==> src/rtl/mem_pkg.sv <==
`default_nettype none
// +----------------------------------------------------------------------+
// | mem_pkg : shared FSM state type and default constants for the        |
// |           external byte-memory bridge.          Rev 1.0              |
// +----------------------------------------------------------------------+
package mem_pkg;

  localparam int c_DATA_W_DEF   = 32;
  localparam int c_MEM_AW_DEF   = 16;
  localparam int c_WAIT_CYC_DEF = 2;
  localparam int c_WAIT_W       = 4;

  typedef enum logic [1:0] {
    IDLE   = 2'd0,
    ACCESS = 2'd1,
    TURN   = 2'd2,
    DONE   = 2'd3
  } state_t;

endpackage
`default_nettype wire

==> src/rtl/ext_mem_bridge_if.sv <==
`default_nettype none
// +----------------------------------------------------------------------+
// | ext_mem_bridge_if : core-side request/response bus of the bridge.    |
// | Rev 1.0                                                              |
// +----------------------------------------------------------------------+
interface ext_mem_bridge_if
  import mem_pkg::*;
#(
  parameter int DATA_W = c_DATA_W_DEF
) ();

  localparam int BYTES = DATA_W / 8;

  logic              req;
  logic              we;
  logic [31:0]       a;
  logic [DATA_W-1:0] wd;
  logic [BYTES-1:0]  be;
  logic              ready;
  logic              done;
  logic [DATA_W-1:0] rd;

  modport master (
    output req, we, a, wd, be,
    input  ready, done, rd
  );

  modport slave (
    input  req, we, a, wd, be,
    output ready, done, rd
  );

endinterface
`default_nettype wire

==> src/rtl/ext_mem_bridge.sv <==
`default_nettype none
// +----------------------------------------------------------------------+
// | ext_mem_bridge : splits core word accesses into byte-serial strobed  |
// |                  cycles on an 8-bit asynchronous memory.  Rev 1.0    |
// +----------------------------------------------------------------------+
module ext_mem_bridge
  import mem_pkg::*;
#(
  parameter int DATA_W   = c_DATA_W_DEF,
  parameter int MEM_AW   = c_MEM_AW_DEF,
  parameter int WAIT_CYC = c_WAIT_CYC_DEF
) (
  input  logic              clk,
  input  logic              reset_n,
  ext_mem_bridge_if.slave   bus,
  output logic [MEM_AW-1:0] mem_addr,
  output logic [7:0]        mem_wdata,
  input  logic [7:0]        mem_rdata,
  output logic              mem_ce_n,
  output logic              mem_oe_n,
  output logic              mem_we_n
);

  localparam int BYTES  = DATA_W / 8;
  localparam int LANE_W = (BYTES > 1) ? $clog2(BYTES) : 1;
  localparam logic [c_WAIT_W-1:0] c_WAIT_LAST = c_WAIT_W'(WAIT_CYC - 1);

  state_t              r_state;
  state_t              w_state_nxt;
  logic                r_we;
  logic [MEM_AW-1:0]   r_base;
  logic [DATA_W-1:0]   r_wd;
  logic [BYTES-1:0]    r_be;
  logic [LANE_W-1:0]   r_lane;
  logic [LANE_W-1:0]   w_lane_nxt;
  logic [c_WAIT_W-1:0] r_wait;
  logic [DATA_W-1:0]   r_rd;
  logic                r_ce_n;
  logic                r_oe_n;
  logic                r_we_n;
  logic [MEM_AW-1:0]   r_addr;
  logic [7:0]          r_wdata;

  logic                w_idle;
  logic                w_accept;
  logic                w_wait_last;
  logic                w_we_sel;
  logic [MEM_AW-1:0]   w_base;
  logic [MEM_AW-1:0]   w_base_sel;
  logic [DATA_W-1:0]   w_wd_sel;
  logic [BYTES-1:0]    w_cand;
  logic                w_found;
  logic [LANE_W-1:0]   w_first;
  logic                w_ce_n_nxt;
  logic                w_oe_n_nxt;
  logic                w_we_n_nxt;
  logic [31:0]         w_unused_a;

  // Address bits above MEM_AW and below word alignment are intentionally dropped.
  assign w_unused_a  = bus.a;
  assign w_base      = bus.a[MEM_AW-1:0] & ~MEM_AW'(BYTES - 1);
  assign w_idle      = (r_state == IDLE);
  assign w_accept    = w_idle && bus.req;
  assign w_wait_last = (r_wait == c_WAIT_LAST);
  assign w_we_sel    = w_idle ? bus.we : r_we;
  assign w_base_sel  = w_idle ? w_base : r_base;
  assign w_wd_sel    = w_idle ? bus.wd : r_wd;

  // Lowest lane still to be serviced: from IDLE any enabled lane, otherwise above the current one.
  always_comb begin
    w_cand  = '0;
    w_first = '0;
    for (int k = 0; k < BYTES; k++) begin
      if (w_idle)
        w_cand[k] = bus.we ? bus.be[k] : 1'b1;
      else
        w_cand[k] = r_be[k] && (k > int'(r_lane));
    end
    for (int k = BYTES - 1; k >= 0; k--) begin
      if (w_cand[k])
        w_first = LANE_W'(k);
    end
    w_found = |w_cand;
  end

  always_comb begin
    w_state_nxt = r_state;
    w_lane_nxt  = r_lane;
    w_ce_n_nxt  = 1'b1;
    w_oe_n_nxt  = 1'b1;
    w_we_n_nxt  = 1'b1;
    case (r_state)
      IDLE: begin
        if (bus.req) begin
          if (w_found) begin
            w_state_nxt = ACCESS;
            w_lane_nxt  = w_first;
          end else begin
            w_state_nxt = DONE;
          end
        end
      end
      ACCESS: begin
        if (w_wait_last)
          w_state_nxt = TURN;
      end
      TURN: begin
        if (w_found) begin
          w_state_nxt = ACCESS;
          w_lane_nxt  = w_first;
        end else begin
          w_state_nxt = DONE;
        end
      end
      DONE: begin
        w_state_nxt = IDLE;
      end
    endcase
    // Strobes are decoded from the next state so the registered pins line up with ACCESS.
    if (w_state_nxt == ACCESS) begin
      w_ce_n_nxt = 1'b0;
      w_oe_n_nxt = w_we_sel;
      w_we_n_nxt = !w_we_sel;
    end
  end

  always_ff @(posedge clk or negedge reset_n) begin
    if (!reset_n)
      r_state <= IDLE;
    else
      r_state <= w_state_nxt;
  end

  always_ff @(posedge clk or negedge reset_n) begin
    if (!reset_n) begin
      r_we    <= 1'b0;
      r_base  <= '0;
      r_wd    <= '0;
      r_be    <= '0;
      r_lane  <= '0;
      r_wait  <= '0;
      r_rd    <= '0;
      r_ce_n  <= 1'b1;
      r_oe_n  <= 1'b1;
      r_we_n  <= 1'b1;
      r_addr  <= '0;
      r_wdata <= '0;
    end else begin
      r_lane <= w_lane_nxt;
      r_ce_n <= w_ce_n_nxt;
      r_oe_n <= w_oe_n_nxt;
      r_we_n <= w_we_n_nxt;
      if (w_accept) begin
        r_we   <= bus.we;
        r_base <= w_base;
        r_wd   <= bus.wd;
        r_be   <= bus.we ? bus.be : '1;
      end
      if (r_state == ACCESS)
        r_wait <= w_wait_last ? '0 : r_wait + c_WAIT_W'(1);
      else
        r_wait <= '0;
      if ((r_state == ACCESS) && w_wait_last && !r_we)
        r_rd[8*int'(r_lane) +: 8] <= mem_rdata;
      if (w_state_nxt == ACCESS) begin
        r_addr  <= w_base_sel + MEM_AW'(w_lane_nxt);
        r_wdata <= w_wd_sel[8*int'(w_lane_nxt) +: 8];
      end
    end
  end

  assign bus.ready = w_idle;
  assign bus.done  = (r_state == DONE);
  assign bus.rd    = r_rd;
  assign mem_addr  = r_addr;
  assign mem_wdata = r_wdata;
  assign mem_ce_n  = r_ce_n;
  assign mem_oe_n  = r_oe_n;
  assign mem_we_n  = r_we_n;

endmodule
`default_nettype wire

==> src/flat_wrapper.sv <==
// flat-port wrapper written by rule: the top's interface ports become plain ports
module ext_mem_bridge_flat import mem_pkg::*;
#(
  parameter int DATA_W   = c_DATA_W_DEF,
  parameter int MEM_AW   = c_MEM_AW_DEF,
  parameter int WAIT_CYC = c_WAIT_CYC_DEF
)
  (clk, reset_n, mem_addr, mem_wdata, mem_rdata, mem_ce_n, mem_oe_n, mem_we_n, bus_req, bus_we, bus_a, bus_wd, bus_be, bus_ready, bus_done, bus_rd);
  ext_mem_bridge_if #(.DATA_W(DATA_W)) bus_i ();
  input  logic clk;
  input  logic reset_n;
  output logic [MEM_AW-1:0] mem_addr;
  output logic [7:0] mem_wdata;
  input  logic [7:0] mem_rdata;
  output logic mem_ce_n;
  output logic mem_oe_n;
  output logic mem_we_n;
  input wire logic [$bits(bus_i.req)-1:0] bus_req;
  input wire logic [$bits(bus_i.we)-1:0] bus_we;
  input wire logic [$bits(bus_i.a)-1:0] bus_a;
  input wire logic [$bits(bus_i.wd)-1:0] bus_wd;
  input wire logic [$bits(bus_i.be)-1:0] bus_be;
  output wire logic [$bits(bus_i.ready)-1:0] bus_ready;
  output wire logic [$bits(bus_i.done)-1:0] bus_done;
  output wire logic [$bits(bus_i.rd)-1:0] bus_rd;
  assign bus_i.req = bus_req;
  assign bus_i.we = bus_we;
  assign bus_i.a = bus_a;
  assign bus_i.wd = bus_wd;
  assign bus_i.be = bus_be;
  assign bus_ready = bus_i.ready;
  assign bus_done = bus_i.done;
  assign bus_rd = bus_i.rd;
  ext_mem_bridge #(.DATA_W(DATA_W), .MEM_AW(MEM_AW), .WAIT_CYC(WAIT_CYC)) u_core (.clk(clk), .reset_n(reset_n), .bus(bus_i), .mem_addr(mem_addr), .mem_wdata(mem_wdata), .mem_rdata(mem_rdata), .mem_ce_n(mem_ce_n), .mem_oe_n(mem_oe_n), .mem_we_n(mem_we_n));
endmodule
==> config.mk <==
export PLATFORM = sky130hd
export DESIGN_NAME = ext_mem_bridge_flat
export DESIGN_NICKNAME = d
export VERILOG_FILES = /design/src/rtl/mem_pkg.sv /design/src/rtl/ext_mem_bridge_if.sv /design/src/rtl/ext_mem_bridge.sv /design/src/flat_wrapper.sv
export SDC_FILE = /design/constraint.sdc
export NUM_CORES = 1
export LEC_CHECK = 0
export ABC_AREA = 0
export BUFFER_PORTS_ARGS = -buffer_cell sky130_fd_sc_hd__buf_2
export CAP_MARGIN = 20
export CELL_PAD_IN_SITES_DETAIL_PLACEMENT = 0
export CELL_PAD_IN_SITES_GLOBAL_PLACEMENT = 1
export CORE_AREA = 4 4 144 105
export CTS_BUF_LIST = sky130_fd_sc_hd__clkbuf_4 sky130_fd_sc_hd__clkbuf_8
export DETAILED_ROUTE_END_ITERATION = 16
export DIE_AREA = 0 0 148 109
export HOLD_SLACK_MARGIN = 0.12
export PLACE_DENSITY_LB_ADDON = 0.1
export SLEW_MARGIN = 30
export SYNTH_ARGS = -nofsm -noshare
export SYNTH_HDL_FRONTEND = slang
export SYNTH_SLANG_ARGS = --single-unit
==> constraint.sdc <==
create_clock -name clk -period 2.8 [get_ports clk]
set_input_delay 0 -clock clk [delete_from_list [all_inputs] [get_ports clk]]
set_output_delay 0 -clock clk [all_outputs]
set_load 0.02 [all_outputs]
# ---- Word-level counts from Yosys, hierarchy flattened
# Index checks and enable logic that the tools add are counted.
dict set report word_totals {
  memories 0
  in_bits 80
  latch_bits 0
  output_inout_bits 61
  elab_cells 66
  register_bits 118
  romBits 0
  ram_bits 0
}
dict set report op_classes {
  multipliers 0
  div_mod_pow 0
  n_bitwise 0
  n_addsub 3
  magnitude_cmp 3
  shift 3
  eq_ne 5
  reduce_logical 10
  mux 29
}
# operator count
set op_table {}
lappend op_table {{$neg 5->33} 1}
lappend op_table {{$shift 8x33->32 const A} 1}
lappend op_table {{$shiftx 8x33->32} 1}
lappend op_table {{$bwmux 32} 1}
lappend op_table {{$mux 32} 1}
lappend op_table {{$shiftx 32x6->8} 1}
lappend op_table {{$mux 2} 9}
lappend op_table {{$add 16x2->16} 1}
lappend op_table {{$mux 16} 1}
lappend op_table {{$mux 1} 12}
lappend op_table {{$mux 4} 3}
lappend op_table {{$pmux 2 s4} 1}
lappend op_table {{$logic_and 1x1->1} 6}
lappend op_table {{$add 4x1->4 const B} 1}
lappend op_table {{$eq 2x1->1 const B} 2}
lappend op_table {{$eq 2x2->1 const B} 2}
lappend op_table {{$eq 4x1->1 const B} 1}
lappend op_table {{$gt 2x2->1 const A} 2}
lappend op_table {{$pmux 2 s2} 1}
lappend op_table {{$reduce_or 4->1} 1}
lappend op_table {{$gt 1x2->1 const A} 1}
lappend op_table {{$logic_not 1->1} 2}
lappend op_table {{$logic_not 2->1} 1}

# ---- Depth between registers and ports, before layout
# Gate-level depths: netlist of run 1.
dict set report depth {
  ltp_word 11
  depth_mapped 11
  depth_no_buf 9
}

# ---- Least setup slack after synthesis of run 1
# Ideal clock, no wire load.
dict set report synth_timing {
  kind {register to register}
  start {register u_core.r_lane[0]}
  end {register u_core.r_wdata[0], in the netlist u_core.mem_wdata[0]}
  setup_slack_ns 0.302
  path_buffers 2
  path_stages_with_launch 12
  setup_ns 0.124
  synth_period_minus_slack_ns 2.498
  arrival_ns 2.374
  required_time_ns 2.676
  cell_sequence {dfrtp_1 -> buf_2 -> inv_1 -> ha_1 -> nor3b_1 -> nand2_1 -> a21o_1 -> o21ai_1 -> buf_4 -> mux2i_1 -> a21oi_1 -> a211o_1}
}
dict set report synth_via {
  elab_chain_cells 11
  elab_cells_between_ends 22
  cone_classes {3 x order compare; 1 x eq/ne; 1 x shift; 13 x mux; 4 x reduce/logical}
}
# element line
set synth_rtl {}
lappend synth_rtl {{from (decl)} ext_mem_bridge.sv:34} ;# logic [LANE_W-1:0] r_lane;
lappend synth_rtl {{from (signal assigned)} ext_mem_bridge.sv:149} ;# r_lane <= w_lane_nxt;
lappend synth_rtl {{$gt 2x2->1} ext_mem_bridge.sv:77} ;# w_cand[k] = r_be[k] && (k > int'(r_lane));
lappend synth_rtl {{$logic_and 1x1->1} ext_mem_bridge.sv:77}
lappend synth_rtl {{$mux 1} ext_mem_bridge.sv:74} ;# if (w_idle)
lappend synth_rtl {{$mux 2 (4 in series)} ext_mem_bridge.sv:80} ;# if (w_cand[k])
lappend synth_rtl {{$mux 2} {ext_mem_bridge.sv:95, ext_mem_bridge.sv:108}}
lappend synth_rtl {{$mux 2} ext_mem_bridge.sv:94} ;# if (bus.req) begin
lappend synth_rtl {{$pmux 2 s2} ext_mem_bridge.sv:92} ;# case (r_state)
lappend synth_rtl {{$shiftx 32x6->8} ext_mem_bridge.sv:167} ;# r_wdata <= w_wd_sel[8*int'(w_lane_nxt) +: 8];
lappend synth_rtl {{to (signal assigned)} ext_mem_bridge.sv:167}
lappend synth_rtl {{to (decl)} ext_mem_bridge.sv:42} ;# logic [7:0] r_wdata;
# Parallel ways exist; a longest one is shown, timed or not.
# A chain may end at the register's enable or synchronous reset.

# ---- Final worst setup path of run 1
dict set report layout_timing {
  start {register u_core.r_lane[1]}
  end {register u_core.r_wdata[3], in the netlist u_core.mem_wdata[3]}
}
# Same word-level chain as after synthesis.

==> impl_metrics.json, run 1 <==
{
  "status": "complete, no violations",
  "slowest_stage": "dfrtp_2",
  "hold_viol_final": 0,
  "routed-via-count": 5039,
  "fmax_ghz": 0.3789,
  "reg2reg_depth": 10,
  "place.gp.congestion": 0.8112,
  "wl_per_cell_um": 15.96,
  "boundaryPins": 141,
  "synth_fp_nets": 700,
  "drt-vias-per-instance": 4.935,
  "clock_path_buffers": 2,
  "critPathArrivalTime_ps": 3010,
  "final_cell_mix": "236 x nand2_1, 121 x buf_2, 113 x dfrtp_1",
  "final.fill_count": 1253,
  "die_w_um": 148,
  "grt_max_degree": 55,
  "fin_ws_ps": 160.5,
  "syn_avg_cell_area_sq_um": 9.064,
  "yosys-top-cells-area": "dfrtp_1 52%, nand2_1 16%, o21ai_0 4.6%, mux2i_1 4.2%, o221ai_1 2.2%",
  "drc_errors": 0,
  "drt_iter0_markers": 247,
  "final_max_slew_viol_count": 0,
  "cp_num_buf_inv": 2,
  "ys_seq_area_frac": 0.5294,
  "seq_area_sq_um": 2933,
  "hold_path_class": "in2reg",
  "skew_ps": 12.45,
  "wl_um": 16300,
  "yosys.area.top_type_share": 0.5151,
  "worst_path_dominant_cell_family": "compound AO/OA/AOI/OAI gates",
  "portBuffers": 122,
  "cp_num_cells": 10,
  "fin_hold_ws_ps": 192.1,
  "cp-end-kind": "flop",
  "cts_sinks": 117,
  "r2r_start": "u_core.r_lane[1]$_DFF_PN0_",
  "core_area_sq_um": 13690,
  "die-height_um": 109,
  "rows": 36,
  "tritoncts": "yes",
  "root_buffer": "clkbuf_8",
  "synth_edf_count": 0,
  "synth-async-reset-ratio": 1.000,
  "cts-buffers-inserted": 17,
  "syn_area_sq_um": 5538,
  "ys.flop_type": "dfrtp_1",
  "slowest_delay_ps": 450,
  "hpwl_um": 11060,
  "yosysTopAreaCell": "dfrtp_1",
  "place_ws_ps": 67.95,
  "min_to": "u_core.r_state[1]$_DFF_PN0_",
  "grt_pass1_vias": 5155,
  "synthCells": 611,
  "track_usage": 0.2108,
  "start_util": 0.4044,
  "clk_pin_slew_worst_paths_ps": 80,
  "grt_pass1_wl_um": 26720,
  "clk_latency_ps": 430,
  "crit_chain": "inv_1 -> ha_1 -> a2bb2oi_1 -> nand3b_1 -> and2_4 -> o211ai_4 -> buf_4 -> o221ai_1 -> a211oi_1 -> a211o_1",
  "cp_max_fo": 8,
  "post-route-min-period_ps": 2640,
  "drtPass1Iterations": 5,
  "max_cap_violations": 0,
  "finalNetCount": 907,
  "startpoint_type": "flop",
  "power.total_mw": 9.438,
  "cts_setup_buffers": 0,
  "drive_gt1_frac": 0.2479,
  "ir_drop_mv": 0.7127,
  "power_leakage_nw": 3.750,
  "finalSetupViolations": 0,
  "antenna_left": 0,
  "ys_types": 51,
  "fin_crit_sh": 0.9427,
  "final_util": 0.5574,
  "overflow": 0,
  "synth.ff_latch_count": 117,
  "cp_data_required_time_ps": 3170,
  "area_growth_pct": 37.82,
  "critPathKind": "reg2reg",
  "holdCritStartpoint": "bus_be[0]",
  "worst_pin_slew_ps": 822.1,
  "mostFrequentLayoutCell": "nand2_1",
  "powerDensity_nw_per_um2": 1237,
  "antennaDiodeCount": 0,
  "antenna_found_initial": 0,
  "rrSetupSlack_ps": 160,
  "maxSlewHeadroom": 0.4507,
  "multi_input_area_sq_um": 2444,
  "h-tree-depth": 4,
  "fin_tns_setup_ps": 0,
  "holdPathStages": 6,
  "yosysWarnings": 0,
  "die_area_sq_um": 16130,
  "r2r-end": "u_core.mem_wdata[3]$_DFFE_PN0N_"
}
[repair_timing]
action	CTS	global route
hold endpoints to repair	224	0
hold buffers	65	0
resized for setup	0	2
setup endpoints to repair	0	5
[worst reg2reg max path: stages, from the launching register on]
cell       delay (ps)
dfrtp_2           450
inv_1             100
ha_1              220
a2bb2oi_1         270
nand3b_1          230
and2_4            230
o211ai_4          310
buf_4             210
o221ai_1          110
a211oi_1          300
a211o_1           140
[synthesized netlist by cell type (all sizes together), types with 4 or more instances]
library cell and number:
dfrtp 114, nor3b 5, o221ai 14, ha 9
a21oi 10, a31oi 4, o31ai 8, mux2i 23
nand2b 4, clkbuf 21, o31a 6, buf 10
or3 8, a211o 8, nand2 237, o21ai 53
nor2 25, inv 8, a211oi 9
[through the flow]
step / std cells / area (sq um)
after floorplan: 611 / 5538
after global placement: 924 / 6559
after detailed placement: 924 / 6559
after CTS: 1021 / 7626
after global routing: 1021 / 7632
final: 1021 / 7632
[flip-flops by register name (all words and copies together), names as in the netlist]
| register | flops |
|---|---|
| u_core.bus.rd | 32 |
| u_core.mem_oe_n | 1 |
| u_core.mem_we_n | 1 |
| u_core.r_we | 1 |
| u_core.mem_ce_n | 1 |
| u_core.r_be | 3 |
| u_core.mem_wdata | 8 |
| u_core.r_wd | 32 |
| u_core.r_lane | 2 |
| u_core.r_base | 14 |
| u_core.r_state | 2 |
| u_core.mem_addr | 16 |
| u_core.r_wait | 4 |
[worst max-delay path by stage]
stage | from | to
2_1_floorplan | u_core.r_lane[0]$_DFF_PN0_ | u_core.mem_wdata[0]$_DFFE_PN0N_
3_3_place_gp | u_core.r_lane[1]$_DFF_PN0_ | u_core.mem_wdata[0]$_DFFE_PN0N_
3_5_place_dp | u_core.r_lane[1]$_DFF_PN0_ | u_core.mem_wdata[0]$_DFFE_PN0N_
4_1_cts | u_core.r_lane[1]$_DFF_PN0_ | u_core.mem_wdata[0]$_DFFE_PN0N_
5_1_grt | u_core.r_lane[1]$_DFF_PN0_ | u_core.mem_wdata[3]$_DFFE_PN0N_
6_report | u_core.r_lane[1]$_DFF_PN0_ | u_core.mem_wdata[3]$_DFFE_PN0N_
[routing by layer]
layer | GRT usage | share of wire | wire length, um | vias up
met1 | 0.3002 | 0.49 | 7969 | 2379
met2 | 0.3302 | 0.44 | 7211 | 156
met3 | 0.04487 | 0.062 | 1018 | 10
met4 | 0.05537 | 0.0058 | 95 | 0
li1 | - | - | - | 2494
met5 | 0 | 0 | 0 | -
[power breakdown]
part           total (mW)  internal (mW)  switching, mW
combinational        4.82           1.93           2.89
clock                1.61          0.825          0.784
sequential           3.01           2.53          0.475
total                9.44           5.29           4.15
[cell type report]
cell class | count | area share
clock buffer | 18 | 0.03164
clock inverter | 14 | 0.02164
inverter | 8 | 0.004590
multi-input combinational | 455 | 0.3202
sequential | 117 | 0.3843
tap | 190 | 0.03115
timing repair buffer | 219 | 0.2066
[logic make-up (layout without fill, tap and decap cells)]
group,Yosys count,count (layout),synth area share
AO/OA/AOI/OAI,124,124,0.1543
XOR/XNOR,2,2,0.003164
adder cells (fa/ha/maj),9,9,0.02033
buffers and inverters,39,259,0.03208
flip-flops,117,117,0.5294
multiplexers,23,23,0.04157
AND/OR/NAND/NOR,297,297,0.2192
(Power assumes the default switching activity.)
==> run 2: changes to the inputs <==
Settings changed: REMOVE_ABC_BUFFERS from default to 1.
==> impl_metrics.json, run 2 (synthesis gave the netlist of run 1 again) <==
{
  "drc_errors": 0,
  "crit_chain": "inv_1 -> ha_1 -> nor3b_1 -> nand3b_1 -> nand2_1 -> nor2_2 -> o31ai_1 -> a211oi_1 -> a211o_1",
  "place_ws_ps": 202.0,
  "cp_num_buf_inv": 1,
  "drtPass1Iterations": 5,
  "grt_pass1_vias": 5152,
  "rows": 36,
  "cp_max_fo": 10,
  "post-route-min-period_ps": 2554,
  "tritoncts": "yes",
  "max_cap_violations": 0,
  "routed-via-count": 5042,
  "final_cell_mix": "235 x nand2_1, 121 x buf_2, 113 x dfrtp_1",
  "die_area_sq_um": 16130,
  "power_leakage_nw": 3.721,
  "boundaryPins": 141,
  "cts_setup_buffers": 0,
  "die-height_um": 109,
  "critPathArrivalTime_ps": 2920,
  "instances_no_fill": 1013,
  "critPathKind": "reg2reg",
  "grtUsageMet2": 0.3168,
  "hold_path_class": "in2async",
  "startpoint_type": "flop",
  "hpwl_um": 10780,
  "use_met1": 0.2968,
  "fmax_ghz": 0.3915,
  "place.gp.congestion": 0.8248,
  "fin_hold_ws_ps": 206.0,
  "rsz0062_at_grt": "false",
  "fin_crit_sh": 0.9122,
  "core_area_sq_um": 13690,
  "portBuffers": 122,
  "die_w_um": 148,
  "antennaDiodeCount": 0,
  "fin_ws_ps": 245.9,
  "final_util": 0.5520,
  "cp-end-kind": "flop",
  "cp_data_required_time_ps": 3160,
  "clock_path_buffers": 2,
  "placed_cell_area_sq_um": 6511,
  "overflow": 0,
  "slowest_delay_ps": 470,
  "rrSetupSlack_ps": 250,
  "mostFrequentLayoutCell": "nand2_1",
  "maxSlewHeadroom": 0.5717,
  "h-tree-depth": 4,
  "start_util": 0.4044,
  "final_max_slew_viol_count": 0,
  "grt_max_degree": 118,
  "drt_iter0_markers": 276,
  "met3_usage": 0.04238,
  "hold_viol_final": 0,
  "finalNetCount": 899,
  "track_usage": 0.2062,
  "antenna_left": 0,
  "final.fill_count": 1286,
  "worst_pin_slew_ps": 642.5,
  "final_area_sq_um": 7559,
  "root_buffer": "clkbuf_8",
  "dp_cells": 920,
  "finalSetupViolations": 0,
  "cts-buffers-inserted": 17,
  "drt-vias-per-instance": 4.977,
  "grt-busiest-layer": "met2",
  "skew_ps": 13.82,
  "wl_um": 15780,
  "cts_sinks": 117,
  "antenna_found_initial": 0,
  "area_growth_pct": 36.49,
  "worst_path_dominant_cell_family": "simple AND/OR/NAND/NOR gates",
  "grt_pass1_wl_um": 26410,
  "status": "complete, no violations",
  "drive_gt1_frac": 0.2442,
  "clk_latency_ps": 430,
  "ir_drop_mv": 0.4672,
  "clk_pin_slew_worst_paths_ps": 70,
  "wl_per_cell_um": 15.58,
  "slowest_stage": "nor2_2",
  "powerDensity_nw_per_um2": 1235
}
run 2: cell count changes in the layout (fill, tap and decap cells not counted), moves of 2 or more:
cell           previous run  this run
buf_12                    6         3
buf_4                    28        26
clkbuf_4                  1         3
clkbuf_8                 17        21
clkinv_2                  0         2
clkinv_4                  4         1
dlygate4sd3_1            64        61
inv_6                     6         1
run 2: stage by stage:
step                      power [mW]  setup TNS, ps
after global placement         7.518              0
after CTS                      9.428              0
after global routing           10.09              0
after detailed placement       7.631              0
after floorplan                5.836         -12600
final                          9.338              0
run 2: worst paths after layout:
kind	start	endpoint	cells after the start
max in group asynchronous	reset_n	u_core.r_wd[18]$_DFFE_PN0P_	3
max reg2reg	u_core.r_lane[0]$_DFF_PN0_	u_core.mem_wdata[0]$_DFFE_PN0N_	9
min in group clk	bus_be[0]	u_core.r_state[1]$_DFF_PN0_	6
max	u_core.r_lane[0]$_DFF_PN0_	u_core.mem_wdata[0]$_DFFE_PN0N_	9
min reg2reg	u_core.r_base[8]$_DFFE_PN0P_	u_core.r_base[8]$_DFFE_PN0P_	2
min	reset_n	u_core.mem_addr[14]$_DFFE_PN0N_	3
run 2: tightest hold or removal path, stage by stage:
cell           delay (ps)
dlygate4sd3_1         530
buf_4                 120
buf_12                460
run 2: layer usage:
layer | vias up | wire length [um]
li1 | 2474 | -
met1 | 2389 | 7743
met2 | 159 | 6899
met3 | 20 | 943
met4 | 0 | 196
met5 | - | 0
run 2: area by class of cell:
class	count	area, sq um	share of cell area
tap	190	237.7	0.03145
clock buffer	24	311.5	0.04122
clock inverter	8	123.9	0.01639
inverter	8	35.03	0.004635
multi-input combinational	455	2446	0.3236
sequential	117	2933	0.3880
timing repair buffer	211	1471	0.1947
run 2: timing repair:
| item | in CTS | in global routing |
|---|---|---|
| endpoints found under the hold margin | 225 | 0 |
| setup endpoints to repair | 0 | 5 |
| resized for setup | 0 | 1 |
| hold buffers | 61 | 0 |
run 2: power by group:
group	internal, mW	total [mW]	switching, mW
Clock	1.00	1.69	0.684
Sequential	2.53	3.00	0.470
Combinational	1.82	4.64	2.83
==> run 3: changes to the inputs <==
Settings changed: CORE_AREA 4 4 144 105 to 4 4 140 101, DIE_AREA 0 0 148 109 to 0 0 144 105.
Clock period 2.8 ns to 3 ns, I/O delays scaled along.
==> impl_metrics.json, run 3 (synthesis gave the netlist of run 1 again) <==
{
  "status": "complete, no violations",
  "cts_sinks": 117,
  "cts_setup_buffers": 0,
  "root_buffer": "clkbuf_8",
  "grtUsageMet2": 0.3237,
  "fin_crit_sh": 0.9140,
  "drive_gt1_frac": 0.2344,
  "mostFrequentLayoutCell": "nand2_1",
  "cp-end-kind": "flop",
  "hold_path_class": "in2async",
  "cts-buffers-inserted": 17,
  "final_area_sq_um": 7380,
  "rsz0062_at_grt": "false",
  "area_growth_pct": 33.26,
  "powerDensity_nw_per_um2": 1127,
  "seq_power_share": 0.335,
  "worst_pin_slew_ps": 901.4,
  "power_switching_mw": 3.667,
  "clk_latency_ps": 430,
  "maxSlewHeadroom": 0.3944,
  "rows": 35,
  "start_util": 0.4287,
  "placed_cell_area_sq_um": 6387,
  "fin_tns_setup_ps": 0,
  "drtPass1Iterations": 5,
  "boundaryPins": 141,
  "antennaDiodeCount": 0,
  "antenna_found_initial": 0,
  "fmax_ghz": 0.3647,
  "wl_per_cell_um": 15.55,
  "clock_power_share": 0.161,
  "finalNetCount": 892,
  "p_sw_frac": 0.4409,
  "fin_ws_ps": 258.1,
  "skew_ps": 9.737,
  "grt_max_degree": 81,
  "finalSetupViolations": 0,
  "fin_hold_ws_ps": 157.0,
  "max_cap_violations": 0,
  "drt_iter0_markers": 238,
  "overflow": 0,
  "core_area_sq_um": 12920,
  "use_met1": 0.2959,
  "wl_um": 15250,
  "startpoint_type": "flop",
  "cp_data_required_time_ps": 3370,
  "hpwl_um": 10260,
  "routed-via-count": 4971,
  "dp_cells": 887,
  "final_max_slew_viol_count": 0,
  "grt_pass1_vias": 4896,
  "tritoncts": "yes",
  "instances_no_fill": 981,
  "die_area_sq_um": 15120,
  "pwr-share-comb": 0.504,
  "met3_usage": 0.05306,
  "portBuffers": 122,
  "critPathKind": "reg2reg",
  "track_usage": 0.2098,
  "grt_pass1_wl_um": 24960,
  "hold_viol_final": 0,
  "place.gp.congestion": 0.7772,
  "die-height_um": 105,
  "clock_path_buffers": 2,
  "antenna_left": 0,
  "place_ws_ps": 306.2,
  "post-route-min-period_ps": 2742,
  "final_cell_mix": "234 x nand2_1, 121 x buf_2, 114 x dfrtp_1",
  "drc_errors": 0,
  "intPower_mw": 4.650,
  "ir_drop_mv": 0.4423,
  "h-tree-depth": 4,
  "power_leakage_nw": 3.640,
  "critPathArrivalTime_ps": 3110,
  "cp_max_fo": 12,
  "die_w_um": 144,
  "grt-busiest-layer": "met2",
  "clk_pin_slew_worst_paths_ps": 70,
  "drt-vias-per-instance": 5.067
}
## run 3: per-layer routing
metal | wire (um) | part of all wire
met3 | 938 | 0.062
met1 | 7229 | 0.47
met2 | 6949 | 0.46
met5 | 0 | 0
met4 | 134 | 0.0088
## run 3: layout make-up
cell class,count,area [sq um]
fill,1172,5539
clock inverter,10,82.58
tap,166,207.7
timing repair buffer,204,1403
clock buffer,21,276.5
multi-input combinational,455,2444
inverter,8,35.03
sequential,117,2932
## run 3: through the flow
step                      utilization  total power, mW
after CTS                      0.5710            8.382
final                          0.5712            8.317
after detailed placement       0.4944            6.932
after global routing           0.5712            8.995
after global placement         0.4941            6.807
after floorplan                     -            5.447
## run 3: timing repair
action,4_1_cts,5_1_grt
endpoints found under the hold margin,187,0
hold buffers,63,0
endpoints found under the setup margin,0,2
resized for setup,0,1
## run 3: worst max-delay path, stage by stage (launching register included)
cell	delay, ps
dfrtp_1	530
inv_1	140
ha_1	240
a2bb2oi_1	260
nand3b_1	240
and2_4	230
o211ai_4	410
o221ai_1	170
a211oi_1	320
a211o_1	140
## run 3: worst paths after layout
check | slack [ps] | cells past startpoint | from | to
setup / recovery | 260 | 9 | u_core.r_lane[1]$_DFF_PN0_ | u_core.mem_wdata[0]$_DFFE_PN0N_
hold reg to reg | 480 | 2 | u_core.mem_addr[8]$_DFFE_PN0N_ | u_core.mem_addr[8]$_DFFE_PN0N_
hold / removal | 160 | 2 | reset_n | u_core.mem_addr[15]$_DFFE_PN0N_
min in group clk | 170 | 6 | bus_be[0] | u_core.r_state[1]$_DFF_PN0_
max in group asynchronous | 2030 | 3 | reset_n | u_core.mem_we_n$_DFF_PN1_
setup reg to reg | 260 | 9 | u_core.r_lane[1]$_DFF_PN0_ | u_core.mem_wdata[0]$_DFFE_PN0N_
## run 3: power groups by stage
| stage | sequential (mW) | combinational (mW) | clock [mW] |
|---|---|---|---|
| floorplan | 3.26 | 2.19 | 0 |
| detailed placement | 2.80 | 4.13 | 0 |
| global placement | 2.78 | 4.03 | 0 |
| CTS | 2.78 | 4.22 | 1.38 |
| finish | 2.78 | 4.19 | 1.34 |
| global route | 2.89 | 4.65 | 1.45 |
